File: config.mk
export PLATFORM = sky130hd
export DESIGN_NAME = io_bus_target
export DESIGN_NICKNAME = d
export VERILOG_FILES = /design/src/rtl/io_bus_pkg.sv /design/src/rtl/io_sync_edge.sv /design/src/rtl/io_bus_target.sv
export SDC_FILE = /design/constraint.sdc
export NUM_CORES = 1
export LEC_CHECK = 0
export ABC_AREA = 1
export BUFFER_PORTS_ARGS = -buffer_cell sky130_fd_sc_hd__buf_2
export CAP_MARGIN = 20
export CORE_UTILIZATION = 47
export CTS_CLUSTER_DIAMETER = 40
export DETAILED_ROUTE_END_ITERATION = 7
export HOLD_SLACK_MARGIN = 0.12
export PLACE_DENSITY = 0.8
export SLEW_MARGIN = 15
export SYNTH_ARGS = -nofsm -noshare
export SYNTH_HDL_FRONTEND = slang
export SYNTH_SLANG_ARGS = --single-unit
File: constraint.sdc
create_clock -name clk -period 1.7 [get_ports clk]
set_clock_uncertainty 0.05 [all_clocks]
set_input_delay 0.17 -clock clk [delete_from_list [all_inputs] [get_ports clk]]
set_output_delay 0.17 -clock clk [all_outputs]
set_load 0.01 [all_outputs]
File: src/rtl/io_bus_pkg.sv
// Shared pad map, widths and FSM state encoding for the host parallel-bus target.
package io_bus_pkg;
  localparam int DATA_W   = 8;
  localparam int ADDR_W   = 4;
  localparam int PAD_W    = 24;
  localparam int DATA_LSB = 0;
  localparam int ADDR_LSB = 8;
  localparam int STRB     = 12;
  localparam int RNW      = 13;
  localparam int ACK      = 14;
  localparam int ERR      = 15;

  typedef enum logic [2:0] {
    IDLE,
    WR_ACK,
    RD_WAIT,
    RD_SETUP,
    RD_ACK,
    RELEASE
  } state_t;
endpackage

File: src/rtl/io_sync_edge.sv
// Multi-flop synchroniser for the host strobe followed by a single edge-detect flop.
module io_sync_edge #(
  parameter int SYNC_STAGES = 2
) (
  input  logic clk,
  input  logic rst,
  input  logic din,
  output logic rise,
  output logic fall
);
  logic [SYNC_STAGES-1:0] sync;
  logic                   s_d;

  always_ff @(posedge clk or posedge rst) begin
    if (rst) begin
      sync <= '0;
      s_d  <= 1'b0;
    end else begin
      sync <= {sync[SYNC_STAGES-2:0], din};
      s_d  <= sync[SYNC_STAGES-1];
    end
  end

  assign rise = sync[SYNC_STAGES-1] & ~s_d;
  assign fall = ~sync[SYNC_STAGES-1] & s_d;
endmodule

File: src/rtl/io_bus_target.sv
// Host-driven 4-phase parallel bus target: decodes reads/writes, hands them to user logic,
// and turns the shared data pins around with a one-cycle setup and release margin.
module io_bus_target
  import io_bus_pkg::*;
#(
  parameter int                SYNC_STAGES = 2,
  parameter int                RD_TIMEOUT  = 255,
  parameter logic [DATA_W-1:0] ERR_DATA    = 8'hFF
) (
  input  logic              clk,
  input  logic              rst,
  input  logic [PAD_W-1:0]  io_in,
  output logic [PAD_W-1:0]  io_out,
  output logic [PAD_W-1:0]  io_oeb,
  output logic              wr_valid,
  output logic [ADDR_W-1:0] wr_addr,
  output logic [DATA_W-1:0] wr_data,
  output logic              rd_req,
  output logic [ADDR_W-1:0] rd_addr,
  input  logic [DATA_W-1:0] rd_data,
  input  logic              rd_valid
);
  state_t              state, state_n;
  logic [7:0]          cnt, cnt_n;
  logic                err, err_n;
  logic [DATA_W-1:0]   rdata, rdata_n;
  logic [ADDR_W-1:0]   rd_addr_n, wr_addr_n;
  logic [DATA_W-1:0]   wr_data_n;
  logic                wr_valid_n;
  logic                rise, fall;
  logic                ack, drive;
  logic [ADDR_W-1:0]   pad_addr;
  logic [DATA_W-1:0]   pad_data;
  logic                unused_pins;

  io_sync_edge #(.SYNC_STAGES(SYNC_STAGES)) u_sync (
    .clk  (clk),
    .rst  (rst),
    .din  (io_in[STRB]),
    .rise (rise),
    .fall (fall)
  );

  assign pad_addr    = io_in[ADDR_LSB +: ADDR_W];
  assign pad_data    = io_in[DATA_LSB +: DATA_W];
  assign unused_pins = ^io_in[PAD_W-1:RNW+1];

  always_ff @(posedge clk or posedge rst) begin
    if (rst) begin
      state    <= IDLE;
      cnt      <= '0;
      err      <= 1'b0;
      rdata    <= '0;
      rd_addr  <= '0;
      wr_addr  <= '0;
      wr_data  <= '0;
      wr_valid <= 1'b0;
    end else begin
      state    <= state_n;
      cnt      <= cnt_n;
      err      <= err_n;
      rdata    <= rdata_n;
      rd_addr  <= rd_addr_n;
      wr_addr  <= wr_addr_n;
      wr_data  <= wr_data_n;
      wr_valid <= wr_valid_n;
    end
  end

  always_comb begin
    state_n    = state;
    cnt_n      = cnt;
    err_n      = err;
    rdata_n    = rdata;
    rd_addr_n  = rd_addr;
    wr_addr_n  = wr_addr;
    wr_data_n  = wr_data;
    wr_valid_n = 1'b0;
    case (state)
      IDLE: begin
        if (rise) begin
          if (io_in[RNW]) begin
            rd_addr_n = pad_addr;
            cnt_n     = '0;
            state_n   = RD_WAIT;
          end else begin
            wr_addr_n  = pad_addr;
            wr_data_n  = pad_data;
            wr_valid_n = 1'b1;
            state_n    = WR_ACK;
          end
        end
      end
      WR_ACK: if (fall) state_n = RELEASE;
      RD_WAIT: begin
        cnt_n = cnt + 8'd1;
        // Host abort wins over a simultaneous user response: the bus is never driven.
        if (fall) begin
          state_n = IDLE;
        end else if (rd_valid) begin
          rdata_n = rd_data;
          state_n = RD_SETUP;
        end else if (cnt == 8'(RD_TIMEOUT - 1)) begin
          rdata_n = ERR_DATA;
          err_n   = 1'b1;
          state_n = RD_SETUP;
        end
      end
      RD_SETUP: state_n = RD_ACK;
      RD_ACK:   if (fall) state_n = RELEASE;
      RELEASE: begin
        err_n   = 1'b0;
        state_n = IDLE;
      end
      default: state_n = IDLE;
    endcase
  end

  // Outputs decode straight from the async-reset state so reset releases the bus immediately.
  assign ack    = (state == WR_ACK) || (state == RD_ACK) || (state == RELEASE);
  assign drive  = (state == RD_SETUP) || (state == RD_ACK);
  assign rd_req = (state == RD_WAIT);

  always_comb begin
    io_out                      = '0;
    io_out[DATA_LSB +: DATA_W]  = drive ? rdata : '0;
    io_out[ACK]                 = ack;
    io_out[ERR]                 = err;
  end

  always_comb begin
    io_oeb                      = '1;
    io_oeb[ACK]                 = 1'b0;
    io_oeb[ERR]                 = 1'b0;
    io_oeb[DATA_LSB +: DATA_W]  = drive ? '0 : '1;
  end
endmodule

==> reports/metrics.cfg <==
[cells_and_area]
syn_to_final_growth_pct=26.8
final_layout_size_suffix_gt1_share_pct=30.0
final_cell_area_um2=2790
post-route-util_pct=63.2
num-fill-cells=364
multi_input_area_um2=907
ff_latch_area_um2=1000
antenna_cells=0
nets=386

[timing]
hold_ws_ps=247
fmax_mhz=614
setup_viol_count_final=0
setup_ws_ps=71.1
fin_crit_ps=1630
drv_slew=0
rsz0062_at_grt=true
finalCritPeriodShare_pct=95.8
hold_viol=0

[global_route]
grt_usage_pct=19.1
grt-ovfl-total=0
grt_max_degree=41
antenna_found_initial=0
grt_pass1_vias=1778
grt_pass1_wl_mm=7.46

[worst_setup_path]
reg2reg_slack_ps=150
worstSetupPathType=flip-flop to output port
start_kind=flip-flop
crit_path_end_kind=output port
critical_path_required_ps=1480
critPathMaxFanout=8
worstPathArrival_ps=1410

[place]
io_buffers=60
dp_hpwl_mm=2.96
place_ws_ps=107
place_congestion=0.817
dpl_cell_area_um2=2370

[die]
start_util_pct=49.8
die_h_um=70.4
dieArea_um2=4950
ios=101
placementRows=24
die_x_um=70.4
core_um2=4410

[pwr]
power.total_mw=4.50
p_leak_nw=1.49
irDropWorstVdd_v=0.00105
power_density_nw_per_um2=1610

[routing]
wirelength_mm=4.56
drc=0
vias=1885
drt_first_iter_violations=97
viasPerCell=4.69
postRouteAntennaNets=0
drt-pass1-iter-count=4
wire_per_inst_um=11.3

[yosys]
ys_ff_latch=40
synth_area_um2=2200
synthDistinctLibCells=25
synth_top_area_cell=dfrtp_1
synth_edf_count=0
syn_area_per_cell_um2=8.20
synth_area_leaders=dfrtp_1, buf_4, nand2_1
synthFlopType=dfrtp_1
synthCells=268
ys_async_sr_fraction_pct=100
ys_warn_count=0
synth_top_area_share_pct=45.5
seq_area_frac_synth_pct=45.5

[clock_network]
cts_root_buf=clkbuf_8
cts_buffers=5
clock_sinks=40
insertion_delay_ps=290
cts_tree=yes
clk_path_buf_depth=2
clk_pin_slew_worst_paths_ps=70
htreeDepth=2

[flow_run]
cap_viol_max_count=0

[run_status]
status=finished, final reports clean

[worst_hold_path]
min_path_type=input port to flip-flop

critical path, cell delays in order (launching register included):
cell and delay, ps:
dfrtp_2 480, inv_4 70, o21ai_4 190, o21ai_4 130, nor2_1 120, buf_2 130
metrics by stage:
stage / cells / TNS [ps]
CTS: 397 / 0
global placement: 367 / 0
global route: 402 / -45.8
floorplan: 296 / 0
finish: 402 / 0
detailed placement: 367 / 0
kinds of logic after synthesis:
| family | after synthesis | share of synthesized area (%) |
|---|---|---|
| AND/OR/NAND/NOR | 119 | 25.0 |
| buffers and inverters | 75 | 19.9 |
| flip-flops | 40 | 45.5 |
| AO/OA/AOI/OAI | 29 | 7.63 |
| adder cells (fa/ha/maj) | 2 | 1.14 |
| other | 2 | 0.342 |
| XOR/XNOR | 1 | 0.398 |
final cells by class:
type                       count  area share, %
sequential                    40           36.0
clock inverter                 2           1.26
timing repair buffer          88           20.7
tap                           52           2.33
clock buffer                   6           2.60
inverter                      32           4.53
multi-input combinational    182           32.5
state kept, by name (all words and copies together), names as in the netlist:
| signal | count |
|---|---|
| cnt | 8 |
| rdata | 8 |
| wr_data | 8 |
| rd_addr | 4 |
| wr_addr | 4 |
| state | 3 |
| u_sync.sync | 2 |
| err | 1 |
| u_sync.s_d | 1 |
| wr_valid | 1 |
worst paths after layout:
kind,start,endpoint,depth (start not counted)
max,state[1],io_out[6],5
min,io_in[13],rd_addr[1],4
max reg2reg,state[2],cnt[2],6
min reg2reg,u_sync.sync[0],u_sync.sync[1],0
max in group asynchronous,rst,state[0],4
min in group asynchronous,rst,wr_data[2],4
cell usage after synthesis (2+ instances only):
cell type  number
ha_1            2
o21ai_0         6
nand3_2         3
nand2_2         7
o21ai_2         2
nor2_4          3
nor3_1          9
nor2_2          4
o21ai_1         8
inv_1          26
inv_2           5
nor2_1         15
a21oi_1        11
dfrtp_1        40
nand4_1         3
nand3_1        13
buf_4          41
conb_1          2
nand2_1        62
cell usage in the layout, fill, tap and decap left out, types with 6 or more instances in the layout:
cell type	instances
nand2_1	62
buf_2	60
dfrtp_1	38
conb_1	30
inv_1	26
dlygate4sd3_1	22
nor2_1	14
nand3_1	13
a21oi_1	11
nor3_1	9
nand2_2	7
o21ai_1	7
o21ai_0	6
where the power goes:
part           switching, mW  total [mW]  internal [mW]
Sequential             0.263        1.58           1.32
Combinational           1.30        2.17          0.868
Clock                  0.314       0.749          0.435
per-layer routing:
metal	vias to the layer above	part of all wire (%)	routed length, um	GRT usage (%)
li1	934	-	-	-
met1	859	42	1940	22.1
met2	85	49	2250	33.2
met3	7	7.0	318	6.35
met4	0	1.1	49	6.00
met5	-	0	0	0
repair_timing:
item	4_1_cts	5_1_grt
gates cloned	0	1
setup endpoints to repair	16	27
resized for setup	2	8
endpoints found under the hold margin	65	0
hold buffers	22	0
buffers inserted	0	4
pin swaps	0	3
Note: power is estimated with default switching activity, not from simulation.
